==> config.mk <==
export PLATFORM = sky130hd
export DESIGN_NAME = spi_master_ctrl
export DESIGN_NICKNAME = d
export VERILOG_FILES = /design/src/rtl/spi_master_ctrl.sv
export SDC_FILE = /design/constraint.sdc
export NUM_CORES = 1
export LEC_CHECK = 0
export ABC_AREA = 1
export BUFFER_PORTS_ARGS = -buffer_cell sky130_fd_sc_hd__clkbuf_2
export CORE_ASPECT_RATIO = 0.6
export CORE_MARGIN = 2
export CORE_UTILIZATION = 50
export CTS_CLUSTER_SIZE = 20
export DETAILED_ROUTE_END_ITERATION = 8
export PLACE_DENSITY = 0.83
export SLEW_MARGIN = 20
export SYNTH_ARGS = -nofsm -noshare
export SYNTH_HDL_FRONTEND = slang
export SYNTH_SLANG_ARGS = --single-unit
==> constraint.sdc <==
create_clock -name clk -period 2.8 [get_ports clk]
set_input_delay 0 -clock clk [delete_from_list [all_inputs] [get_ports clk]]
set_output_delay 0 -clock clk [all_outputs]
set_load 0.01 [all_outputs]
==> src/rtl/spi_master_ctrl.sv <==
// spi_master_ctrl: single-slave SPI master that frames a 10-bit command on MOSI
// under SS_n and, for read-data commands, collects an 8-bit response from MISO.
module spi_master_ctrl #(
   parameter int unsigned RD_WAIT = 3
) (
   input  logic       clk,
   input  logic       rst,
   input  logic       start,
   input  logic [9:0] cmd_data,
   output logic       busy,
   output logic       done,
   output logic [7:0] rd_data,
   output logic       rd_valid,
   output logic       SS_n,
   output logic       MOSI,
   input  logic       MISO
);

   localparam int unsigned CNT_W   = 4;
   localparam int unsigned FRAME_W = 10;
   localparam int unsigned BYTE_W  = 8;

   localparam logic [CNT_W-1:0] SHIFT_LAST = CNT_W'(FRAME_W - 1);
   localparam logic [CNT_W-1:0] RECV_LAST  = CNT_W'(BYTE_W - 1);
   localparam logic [CNT_W-1:0] WAIT_LAST  = (RD_WAIT == 0) ? CNT_W'(0) : CNT_W'(RD_WAIT - 1);

   typedef enum logic [2:0] {
      S_IDLE,
      S_SELECT,
      S_CMD,
      S_SHIFT,
      S_HOLD,
      S_WAIT,
      S_RECV,
      S_END
   } state_t;

   state_t              state_q, state_d;
   logic [CNT_W-1:0]    cnt_q, cnt_d;
   logic [FRAME_W-1:0]  frame_q, frame_d;
   logic [BYTE_W-1:0]   rx_q, rx_d;
   logic [BYTE_W-1:0]   rd_data_q, rd_data_d;
   logic                ss_n_q, ss_n_d;
   logic                mosi_q, mosi_d;
   logic                busy_q, busy_d;
   logic                done_q, done_d;
   logic                rd_valid_q, rd_valid_d;
   logic                is_rd_data;

   assign is_rd_data = (frame_q[9:8] == 2'b11);

   // Next state, shared counter and datapath; outputs derived from the next state so they are registered
   always_comb begin
      state_d    = state_q;
      cnt_d      = cnt_q;
      frame_d    = frame_q;
      rx_d       = rx_q;
      rd_data_d  = rd_data_q;
      ss_n_d     = 1'b1;
      mosi_d     = 1'b0;
      busy_d     = 1'b0;
      done_d     = 1'b0;
      rd_valid_d = 1'b0;

      case (state_q)
         S_IDLE: begin
            if (start) begin
               frame_d = cmd_data;
               state_d = S_SELECT;
               cnt_d   = '0;
            end
         end
         S_SELECT: begin
            state_d = S_CMD;
            cnt_d   = '0;
         end
         S_CMD: begin
            state_d = S_SHIFT;
            cnt_d   = '0;
         end
         S_SHIFT: begin
            if (cnt_q == SHIFT_LAST) begin
               state_d = S_HOLD;
               cnt_d   = '0;
            end else begin
               cnt_d = cnt_q + CNT_W'(1);
            end
         end
         S_HOLD: begin
            cnt_d = '0;
            if (is_rd_data) begin
               state_d = (RD_WAIT == 0) ? S_RECV : S_WAIT;
            end else begin
               state_d = S_END;
            end
         end
         S_WAIT: begin
            if (cnt_q == WAIT_LAST) begin
               state_d = S_RECV;
               cnt_d   = '0;
            end else begin
               cnt_d = cnt_q + CNT_W'(1);
            end
         end
         S_RECV: begin
            rx_d = {rx_q[BYTE_W-2:0], MISO};
            if (cnt_q == RECV_LAST) begin
               rd_data_d = {rx_q[BYTE_W-2:0], MISO};
               state_d   = S_END;
               cnt_d     = '0;
            end else begin
               cnt_d = cnt_q + CNT_W'(1);
            end
         end
         S_END: begin
            state_d = S_IDLE;
            cnt_d   = '0;
         end
         default: begin
            state_d = S_IDLE;
            cnt_d   = '0;
         end
      endcase

      busy_d = (state_d != S_IDLE);
      ss_n_d = (state_d == S_IDLE) || (state_d == S_END);
      if (state_d == S_END) begin
         done_d     = 1'b1;
         rd_valid_d = is_rd_data;
      end
      if (state_d == S_CMD) begin
         mosi_d = frame_q[FRAME_W-1];
      end else if (state_d == S_SHIFT) begin
         mosi_d = frame_q[SHIFT_LAST - cnt_d];
      end
   end

   // State and output registers; async reset forces an idle, deselected bus
   always_ff @(posedge clk or posedge rst) begin
      if (rst) begin
         state_q    <= S_IDLE;
         cnt_q      <= '0;
         frame_q    <= '0;
         rx_q       <= '0;
         rd_data_q  <= '0;
         ss_n_q     <= 1'b1;
         mosi_q     <= 1'b0;
         busy_q     <= 1'b0;
         done_q     <= 1'b0;
         rd_valid_q <= 1'b0;
      end else begin
         state_q    <= state_d;
         cnt_q      <= cnt_d;
         frame_q    <= frame_d;
         rx_q       <= rx_d;
         rd_data_q  <= rd_data_d;
         ss_n_q     <= ss_n_d;
         mosi_q     <= mosi_d;
         busy_q     <= busy_d;
         done_q     <= done_d;
         rd_valid_q <= rd_valid_d;
      end
   end

   assign busy     = busy_q;
   assign done     = done_q;
   assign rd_data  = rd_data_q;
   assign rd_valid = rd_valid_q;
   assign SS_n     = ss_n_q;
   assign MOSI     = mosi_q;

endmodule

# After elaboration in Yosys (flattened, before gate mapping)
# Cells that the tools add are included.
word_totals:
  ff_bits: 37
  in_bits: 14
  out_inout_bits: 13
classes:
  addsub: 2
  order_cmp: 1
  eq_ne: 14
  n_mux: 17
  n_reduce_logical: 7
op_table:
  columns: ["cell", "count"]
  rows:
  - ["$pmux W3 S8", 1]
  - ["$pmux W4 S5", 1]
  - ["$mux W4", 4]
  - ["$eq A3 B3 Y1 const B", 5]
  - ["$eq A3 B2 Y1 const B", 4]
  - ["$mux W3", 4]
  - ["$logic_not A3 Y1", 2]
  - ["$lt A4 B5 Y1 const B", 1]
  - ["$mux W1", 5]
  - ["$add A4 B1 Y4 const B", 1]
  - ["$bmux W1 S4", 1]
  - ["$eq A4 B2 Y1 const B", 1]
  - ["$eq A4 B3 Y1 const B", 1]
  - ["$eq A4 B4 Y1 const B", 1]
  - ["$reduce_and A2 Y1", 2]
  - ["$reduce_or A4 Y1", 1]
  - ["$sub A4 B4 Y4 const A", 1]
  - ["$eq A3 B1 Y1 const B", 1]
  - ["$reduce_bool A3 Y1", 1]
  - ["$eq A2 B2 Y1 const B", 1]
  - ["$mux W2", 1]
  - ["$logic_or A1 B1 Y1", 1]

# Logic depth before layout (Yosys ltp)
# Gate-level depths: netlist of the first run.
logic_depth:
  depth_word: 8
  depth_mapped: 18
  ltp_nobuf: 18

# Worst setup path before layout of the first run
# No wires, ideal clock.
synth_path:
  kind: "reg2reg"
  from: "register cnt_q[0]"
  to: "register mosi_q (netlist: MOSI)"
  setup_time_ns: 0.117
  t_arrival_ns: 1.941
  slack_ns: 0.742
  path_stages_with_launch: 16
  n_path_buf: 0
  path_cell_list: "dfrtp_1 > inv_1 > ha_1 > nand3_1 > nand2_1 > nand2_1 > o21ai_0 > a31oi_4 > inv_1 > ha_1 > inv_1 > nand3_1 > nand3_1 > nand2_1 > nand3_1 > nand2_1"
synth_via:
  elab_chain_len: 8
synth_lines:
  columns: ["item", "line", "text"]
  rows:
  - ["start: declaration", "39", "logic [CNT_W-1:0] cnt_q, cnt_d;"]
  - ["start signal: assignment", "153", "cnt_q <= cnt_d;"]
  - ["$add A4 B1 Y4 (tied with other cells)", "86, 102, 112", null]
  - ["$mux W4 (on tied branches)", "107, 82, 98", null]
  - ["$pmux W4 S5 (*)", "65", "case (state_q)"]
  - ["net cnt_d[1]", "39", null]
  - ["$sub A4 B4 Y4 (*)", "134", "mosi_d = frame_q[SHIFT_LAST - cnt_d];"]
  - ["$bmux W1 S4 (*)", "134", null]
  - ["$mux W1 (implied by the code) (*)", "134", null]
  - ["$mux W1 (*)", "133", "end else if (state_d == S_SHIFT) begin"]
  - ["$mux W1 (*)", "131", "if (state_d == S_CMD) begin"]
  - ["net mosi_d", "44", "logic mosi_q, mosi_d;"]
  - ["end signal: assignment", "158", "mosi_q <= mosi_d;"]
  - ["end: declaration", "44", null]
# The timed path passes the listed nets; every way through them passes the cells marked *. The select of a mux whose other input is x is not followed.
# A chain may end at the register's enable or synchronous reset.

# Worst setup path after layout of the first run
# Ends and elaborated chain as after synthesis.

==> qor.csv, run 1 <==
metric,value,unit
status,"complete, no violations",
io pins,27,
largest area contributor in the netlist,dfrtp_1,
unrepaired setup endpoints after global routing,false,
Reg power frac,40.7,%
met1 usage,31.22,%
area grow syn2layout,21.18,%
PwrDens,836.3,mW/mm^2
post-cts sizing count,0,
"Critical Path, Cell by Cell",inv_1 -> ha_1 -> nand3_1 -> nand2_1 -> nand2_1 -> o21ai_0 -> a31oi_4 -> inv_1 -> ha_1 -> inv_1 -> nand3_1 -> nand3_1 -> nand2_1 -> nand3_1 -> nand2_1,
Hold EP,cnt_q[3]$_DFF_PP0_,
DP Area,0.001969,mm^2
Die Wd,81.50,um
Final Setup Violations,0,
GP Congestion,0.9368,
CP required,2980,ps
worst hold start,start,
GRT overflow,0,
Pwr Total,1.826,mW
worst stage delay on the critical path,440,ps
Worst-Margin Slew,894.7,ps
fillers,256,
std cell rows,16,
first-pass GRT wire length,6361,um
drc violations,0,
synthesized area per cell,8.303,um^2
Ant. Diodes,0,
DIE HEIGHT,50.50,um
post-layout util,65.31,%
maxcap violations,0,
Yosys top cell area share,50.00,%
Critical Path Fanout Max,5,
CTS tree,done,
clock-pin slew on the worst setup and hold paths,70,ps
hold_ws,52.01,ps
Starting Density,53.89,%
first-pass iteration count of the detailed router,4,
Worst Reg-to-Reg Cells,15,
drt wl/cell,11.77,um
"Top FF cell, synth",dfrtp_1,
CP startpoint,cnt_q[0]$_DFF_PP0_,
pin count of the biggest net entering global routing,26,
nets,277,
Placed Instances,285,
"Slew Viols, Final",0,
global-route met3 utilization,6.475,%
H-Tree Level Count,2,
final hold violations,0,
crit path DAT,2640,ps
Finished Layout Cells,305,
DR iter-0 viols,121,
Die ar.,0.004116,mm^2
post-synthesis sequential area ratio,51.46,%
Antenna Nets Post-Route,0,
PortBufs,26,
Vias,1474,
Tot GR Track Use,20.83,%
synth cell count leaders,"nand2_1 (73), dfrtp_1 (36), inv_1 (28)",
Max-Slew Margin vs Limit,40.29,%
Root Driver,clkbuf_8,
Pint,1.119,mW
slowest library cell on the worst path,dfrtp_1,
design area,0.002183,mm^2
"EDFF count, synth",0,
clk sinks,37,
dpl hpwl,2649,um
Syn Std Cell Area,0.001802,mm^2
VDD IR max,524.8,uV
R2R setup slack,330,ps
Setup crit end kind,flip-flop,
ys async rst share,100.0,%
Yosys warning count,0,
Max Fclk,405.5,MHz
library cells used by synthesis,24,
Sw Ratio,38.74,%
Synth Register Bits,37,
DRT Wirelength,3589,um
skew final,9.895,ps
initial antenna violation count,0,
Setup WS pre-CTS,359.6,ps
Synthesized Nets,235,
Via density,4.833,
Final TNS setup,0,ps
class of the most critical setup path,reg -> reg,
final worst-path cycle share,88.08,%
clock power share,21.1,%
hold depth,4,
setup ws final,333.8,ps
met2 GRT Util,28.83,%
vias in the first global route,1400,
Sw Pwr,0.7074,mW
CORE AREA,0.003343,mm^2
Logic pwr share,38.2,%
Syn Inst Count,217,
Reg2Reg Capture Point,MOSI$_DFF_PP0_,
maximum root-to-sink buffer count,2,
Min-Delay Path Class,in -> reg,
Worst-Skew Late Latency,290,ps
cell with the most instances after synthesis,nand2_1,
Area contributors post-synth,"dfrtp_1 (50%), nand2_1 (15%), inv_1 (5.8%)",
busiest grt layer,met1,
Worst Setup Start Kind,flip-flop,
Num CTS Buffers,5,
Worst R2R Start,cnt_q[0]$_DFF_PP0_,
Tmin final,2466,ps
layout cells sized above 1,20.00,%
LEAKAGE,1.125,nW
==> cells by family after synthesis <==
logic type      synth area share, %
simple gates                  27.85
flops                         51.46
buf+inv                       7.917
compound gates                9.027
fa+ha+maj                     2.778
xor+xnor                     0.9724
==> flip-flops by register name, indices dropped and copies added (netlist names) <==
register / count
state_q: 3
done: 1
rx_q: 7
rd_data: 8
busy: 1
cnt_q: 4
SS_n: 1
rd_valid: 1
MOSI: 1
frame_q: 10
==> final cells by class <==
class                      count  area [um^2]  share of cell area [%]
clock buffer                   7        86.33                   3.954
clock inverter                 1        7.507                  0.3438
inverter                      31        116.4                   5.330
multi-input combinational    145        732.0                   33.52
sequential                    37        927.1                   42.46
tap                           45        56.30                   2.579
timing repair buffer          39        257.7                   11.81
==> worst max path at each step <==
stage                     end
5_1_grt        MOSI$_DFF_PP0_
3_5_place_dp   MOSI$_DFF_PP0_
6_report       MOSI$_DFF_PP0_
2_1_floorplan  MOSI$_DFF_PP0_
3_3_place_gp   MOSI$_DFF_PP0_
4_1_cts        MOSI$_DFF_PP0_
==> worst max-delay path: cells and delay by family, from the launching register on <==
family                   cells  cell delay (ps)
AND/OR/NAND/NOR              8              700
AO/OA/AOI/OAI                2              350
buffers and inverters        3              300
adder cells (fa/ha/maj)      2              550
flip-flops                   1              440
==> cell usage in the layout, fill, tap and decap left out, drive strengths merged, types with 2 or more instances in the layout <==
master        n
a21oi         3
clkbuf       33
dfrtp        36
dlygate4sd3  12
ha            4
inv          31
nand2        76
nand3        20
nor2         14
o21ai        19
xor2          2
==> what timing repair did <==
item | 4_1_cts | 5_1_grt
hold buffers | 12 | 0
endpoints found under the hold margin | 35 | 0
setup buffers | 0 | 0
endpoints found under the setup margin | 0 | 0
==> layer usage <==
layer | routed length (um) | vias to the layer above | share of wire (%)
met1 | 1854 | 671 | 52
met4 | 48 | 0 | 1.3
met2 | 1509 | 36 | 42
met3 | 177 | 5 | 4.9
met5 | 0 | - | 0
li1 | - | 762 | -
==> power by group through the flow <==
stage               clock, mW  combinational, mW  sequential [mW]
floorplan                   0              0.537            0.739
global placement            0              0.662            0.748
detailed placement          0              0.682            0.752
CTS                     0.394              0.699            0.742
global route            0.419              0.800            0.763
finish                  0.385              0.698            0.743
(Power assumes the default switching activity.)
==> inputs of run 2 (changes only) <==
- CORE_UTILIZATION: 50 -> 30
- PLACE_DENSITY: 0.83 -> 0.59
==> run 2 against run 1 <==
- count of clock-buffer cells in the layout did not move
- power up 4.8%
- cell count is 11% higher
- largest cell class unchanged
- wire length up 2.5%
==> qor.csv, run 2 (synthesis results as in run 1) <==
metric,value,unit,change
status,"complete, no violations",,
Pint,1.208,mW,+8.0%
io pins,27,,unchanged
drc violations,0,,unchanged
Worst Setup Start Kind,flip-flop,,
pin count of the biggest net entering global routing,38,,+46%
Max Fclk,410.1,MHz,+1.1%
Num CTS Buffers,5,,unchanged
nets,277,,unchanged
post-cts sizing count,0,,unchanged
Tmin final,2439,ps,-27.60 ps
Sw Pwr,0.7057,mW,-0.24%
Min-Delay Path Class,in -> reg,,
Via density,4.182,,-13%
Logic pwr share,36.1,%,-2.1 points
class of the most critical setup path,reg -> reg,,
maxcap violations,0,,unchanged
Final Setup Violations,0,,unchanged
Final TNS setup,0,ps,unchanged
Ant. Diodes,0,,unchanged
drt wl/cell,10.81,um,-8.1%
GP Congestion,0.7458,,-20%
crit path DAT,2630,ps,about the same
Worst Reg-to-Reg Cells,15,,unchanged
clk sinks,37,,unchanged
Critical Path Fanout Max,5,,unchanged
CORE AREA,0.005675,mm^2,+70%
PortBufs,26,,unchanged
first-pass GRT wire length,6444,um,+1.3%
H-Tree Level Count,2,,unchanged
Max-Slew Margin vs Limit,67.22,%,+27 points
Starting Density,31.75,%,-22 points
std cell rows,21,,+5
most flop-heavy register,frame_q,,
Pwr Total,1.913,mW,+4.8%
slowest library cell on the worst path,dfrtp_1,,
Reg power frac,38.8,%,-1.9 points
DRT Wirelength,3677,um,+2.5%
clock power share,25.1,%,+4.0 points
GRT overflow,0,,unchanged
Placed Instances,320,,+12%
Antenna Nets Post-Route,0,,unchanged
vias in the first global route,1330,,-5.0%
worst hold start,start,,
R2R setup slack,360,ps,+30 ps
first-pass iteration count of the detailed router,4,,unchanged
max FFs per register,10,,unchanged
Root Driver,clkbuf_8,,
"commonest non-fill, non-tap cells in the layout","nand2_1 (73), dfrtp_1 (36), inv_1 (28), clkbuf_2 (26), nand3_1 (20)",,
Setup crit end kind,flip-flop,,
Hold EP,cnt_q[3]$_DFF_PP0_,,
final worst-path cycle share,87.09,%,-0.99 points
Die ar.,0.006662,mm^2,+62%
CTS tree,done,,
Reg2Reg Capture Point,MOSI$_DFF_PP0_,,
unrepaired setup endpoints after global routing,false,,
area grow syn2layout,24.86,%,
"most common cell after layout, fill and taps aside",nand2_1,,
Sw Ratio,36.88,%,-1.9 points
VDD IR max,309.4,uV,-41%
fillers,605,,+140%
skew final,4.106,ps,-5.789 ps
worst stage delay on the critical path,450,ps,about the same
Vias,1422,,-3.5%
Tot GR Track Use,12.54,%,-8.3 points
Worst-Margin Slew,491.2,ps,-403.5 ps
"Slew Viols, Final",0,,unchanged
maximum root-to-sink buffer count,2,,unchanged
PwrDens,850.6,mW/mm^2,+1.7%
layout cells sized above 1,20.00,%,unchanged
LEAKAGE,1.139,nW,+1.2%
Worst-Skew Late Latency,290,ps,about the same
CP required,2990,ps,about the same
Worst R2R Start,cnt_q[0]$_DFF_PP0_,,
initial antenna violation count,0,,unchanged
final hold violations,0,,unchanged
"Critical Path, Cell by Cell",inv_1 -> ha_1 -> nand3_1 -> nand2_1 -> nand2_1 -> o21ai_0 -> a31oi_4 -> inv_1 -> ha_1 -> inv_1 -> nand3_1 -> nand3_1 -> nand2_1 -> nand3_1 -> nand2_1,,
hold_ws,67.39,ps,+15.39 ps
DIE HEIGHT,64.03,um,+27%
dpl hpwl,2698,um,+1.9%
Finished Layout Cells,340,,+11%
hold depth,4,,unchanged
DR iter-0 viols,59,,-51%
clock-pin slew on the worst setup and hold paths,70,ps,about the same
Die Wd,104.0,um,+28%
==> run 2: changes by cell type in the layout (fill, tap and decap cells not counted), sizes merged <==
cell,before,now
bufinv,0,1
clkinvlp,1,0
==> run 2: how the worst max path moves through the flow <==
stage,to,start,slack [ps],cells after the start
2_1_floorplan,MOSI$_DFF_PP0_,cnt_q[0]$_DFF_PP0_,740,15
3_3_place_gp,MOSI$_DFF_PP0_,cnt_q[0]$_DFF_PP0_,400,15
3_5_place_dp,MOSI$_DFF_PP0_,cnt_q[0]$_DFF_PP0_,410,15
4_1_cts,MOSI$_DFF_PP0_,cnt_q[0]$_DFF_PP0_,390,15
5_1_grt,MOSI$_DFF_PP0_,cnt_q[0]$_DFF_PP0_,140,17
6_report,MOSI$_DFF_PP0_,cnt_q[0]$_DFF_PP0_,360,15
==> run 2: through the flow <==
stage | worst slack (ps) | cell area [um^2] | utilization [%]
floorplan | 742.0 | 1802 | -
global route | 140.8 | 2250 | 39.64
finish | 361.4 | 2250 | 39.64
detailed placement | 409.2 | 2013 | 35.47
CTS | 391.2 | 2250 | 39.64
global placement | 403.0 | 2013 | 35.47
==> run 2: final cells by class <==
type | count | area, um^2 | share of cell area (%)
inverter | 31 | 116.4 | 5.172
tap | 80 | 100.1 | 4.449
clock buffer | 7 | 86.33 | 3.838
timing repair buffer | 39 | 257.7 | 11.46
multi-input combinational | 145 | 732.0 | 32.54
clock inverter | 1 | 30.03 | 1.335
sequential | 37 | 927.1 | 41.21
==> run 2: power groups by stage <==
stage	clock [mW]	combinational (mW)	sequential, mW
2_1_floorplan	0	0.537	0.739
3_3_place_gp	0	0.680	0.750
3_5_place_dp	0	0.677	0.754
4_1_cts	0.499	0.694	0.743
5_1_grt	0.525	0.805	0.759
6_report	0.481	0.690	0.743
==> run 2: what timing repair did <==
item / in CTS / in global routing
hold buffers: 12 / 0
setup buffers: 0 / 0
endpoints found under the hold margin: 48 / 0
==> run 2: critical path: cells and delay by family (launching register included) <==
kind	cells	cell delay (ps)
and+or+nand+nor	8	680
adders and majority gates	2	550
AOI/OAI and AO/OA	2	360
buffers and inverters	3	290
DFF	1	450
==> run 2: layer usage <==
| layer | global-route usage [%] | vias up | share of wire (%) |
|---|---|---|---|
| met2 | 15.95 | 35 | 36 |
| met5 | 0 | - | 0 |
| met3 | 3.673 | 6 | 5.6 |
| met4 | 4.561 | 0 | 0.87 |
| met1 | 19.40 | 618 | 57 |
| li1 | - | 763 | - |
==> inputs of run 3 (changes only) <==
- BUFFER_PORTS_ARGS: -buffer_cell sky130_fd_sc_hd__clkbuf_2 -> not set
- CELL_PAD_IN_SITES_DETAIL_PLACEMENT: not set -> 1
- CELL_PAD_IN_SITES_GLOBAL_PLACEMENT: not set -> 1
- DONT_BUFFER_PORTS: not set -> 1
- GPL_TIMING_DRIVEN: not set -> 0
- PLACE_DENSITY: 0.59 -> 0.66
==> run 3 against run 2 <==
- clock skew increased by 3.5 ps
- design area down 5.1%
- largest power group unchanged
- non-clock buffer count is 21 lower
==> qor.csv, run 3 (synthesis results as in run 1) <==
metric,value,unit,change
Num CTS Buffers,5,,unchanged
status,"complete, no violations",,
H-Tree Level Count,2,,unchanged
GRT overflow,0,,unchanged
DR iter-0 viols,73,,+24%
post-layout util,37.63,%,-2.0 points
DIE HEIGHT,64.03,um,unchanged
Final TNS setup,0,ps,unchanged
io pins,27,,unchanged
Starting Density,31.75,%,unchanged
CP required,2990,ps,about the same
maximum root-to-sink buffer count,2,,unchanged
Finished Layout Cells,319,,-6.2%
PortBufs,0,,-100%
most flop-heavy register,frame_q,,
Root Driver,clkbuf_8,,
Critical Path Fanout Max,5,,unchanged
"commonest non-fill, non-tap cells in the layout","nand2_1 (73), dfrtp_1 (36), inv_1 (27), nand3_1 (20)",,
layout cells sized above 1,11.72,%,-8.3 points
first-pass GRT wire length,7314,um,+14%
unrepaired setup endpoints after global routing,false,,
setup ws final,323.0,ps,-38.42 ps
Via density,4.433,,+6.0%
PwrDens,852.6,mW/mm^2,+0.24%
Worst-Margin Slew,459.9,ps,-31.25 ps
crit path DAT,2670,ps,+40 ps
Final Setup Violations,0,,unchanged
CORE AREA,0.005675,mm^2,unchanged
VDD IR max,309.1,uV,about the same
final hold violations,0,,unchanged
class of the most critical setup path,reg -> reg,,
post-cts sizing count,0,,unchanged
final worst-path cycle share,88.46,%,+1.4 points
skew final,7.625,ps,+3.519 ps
LEAKAGE,1.027,nW,-9.8%
pin count of the biggest net entering global routing,28,,-26%
Antenna Nets Post-Route,0,,unchanged
"Slew Viols, Final",0,,unchanged
nets,256,,-7.6%
design area,0.002136,mm^2,-5.1%
Setup WS pre-CTS,324.6,ps,-84.60 ps
Ant. Diodes,0,,unchanged
Max-Slew Margin vs Limit,69.34,%,+2.1 points
drt wl/cell,12.77,um,+18%
Worst Setup Start Kind,flip-flop,,
clk sinks,37,,unchanged
Die ar.,0.006662,mm^2,unchanged
hold_ws,37.78,ps,-29.62 ps
CTS tree,done,,
clock-pin slew on the worst setup and hold paths,80,ps,about the same
Min-Delay Path Class,in -> reg,,
vias in the first global route,1462,,+9.9%
DRT Wirelength,4075,um,+11%
Tot GR Track Use,14.11,%,+1.6 points
initial antenna violation count,0,,unchanged
GP Congestion,0.8023,,+7.6%
Max Fclk,403.7,MHz,-1.6%
area grow syn2layout,18.54,%,
drc violations,0,,unchanged
Setup crit end kind,flip-flop,,
dpl hpwl,3084,um,+14%
Placed Instances,298,,-6.9%
Die Wd,104.0,um,unchanged
std cell rows,21,,unchanged
maxcap violations,0,,unchanged
"most common cell after layout, fill and taps aside",nand2_1,,
first-pass iteration count of the detailed router,4,,unchanged
Pwr Total,1.821,mW,-4.8%
Worst-Skew Late Latency,290,ps,about the same
Tmin final,2477,ps,+38.42 ps
Vias,1414,,-0.56%
max FFs per register,10,,unchanged
DP Area,0.001922,mm^2,-4.5%
run 3: critical path: stages, from the launching register on:
cell and delay, ps:
dfrtp_1 440, inv_1 120, ha_1 230, nand3_1 160
nand2_1 150, nand2_1 80, o21ai_0 150, a31oi_4 210
inv_1 80, ha_1 330, inv_1 90, nand3_1 80
nand3_1 70, nand2_1 50, nand3_1 80, nand2_1 50
run 3: per-layer routing:
metal	GRT usage [%]	vias up	wire length, um
li1	-	718	-
met2	18.75	28	1530
met3	3.980	6	195
met4	5.574	0	73
met1	21.17	662	2276
met5	0	-	0
run 3: layout make-up:
class | count | area (um^2)
Buffer | 4 | 26.28
Clock buffer | 7 | 76.32
Clock inverter | 1 | 7.507
Fill cell | 703 | 3540
Inverter | 31 | 116.4
Multi-Input combinational cell | 145 | 732.0
Sequential cell | 37 | 927.1
Tap cell | 80 | 100.1
Timing Repair Buffer | 14 | 150.1
run 3: what timing repair did:
action                                 CTS  global route
hold buffers                            13             0
setup buffers                            0             0
endpoints found under the hold margin   50             0
run 3: worst paths after layout:
check | startpoint | endpoint | slack (ps) | depth (start not counted)
worst max-delay path | cnt_q[0]$_DFF_PP0_ | MOSI$_DFF_PP0_ | 320 | 15
worst min-delay path | start | frame_q[9]$_DFFE_PP0P_ | 40 | 4
worst max register to register | cnt_q[0]$_DFF_PP0_ | MOSI$_DFF_PP0_ | 320 | 15
worst min register to register | frame_q[0]$_DFFE_PP0P_ | frame_q[0]$_DFFE_PP0P_ | 470 | 2
max in group asynchronous | rst | state_q[2]$_DFF_PP0_ | 2280 | 3
min in group asynchronous | rst | frame_q[8]$_DFFE_PP0P_ | 80 | 2
run 3: report_power, final:
part / switching [mW] / internal, mW
combinational: 0.442 / 0.250
sequential: 0.0888 / 0.665
clock: 0.199 / 0.176
total: 0.730 / 1.09
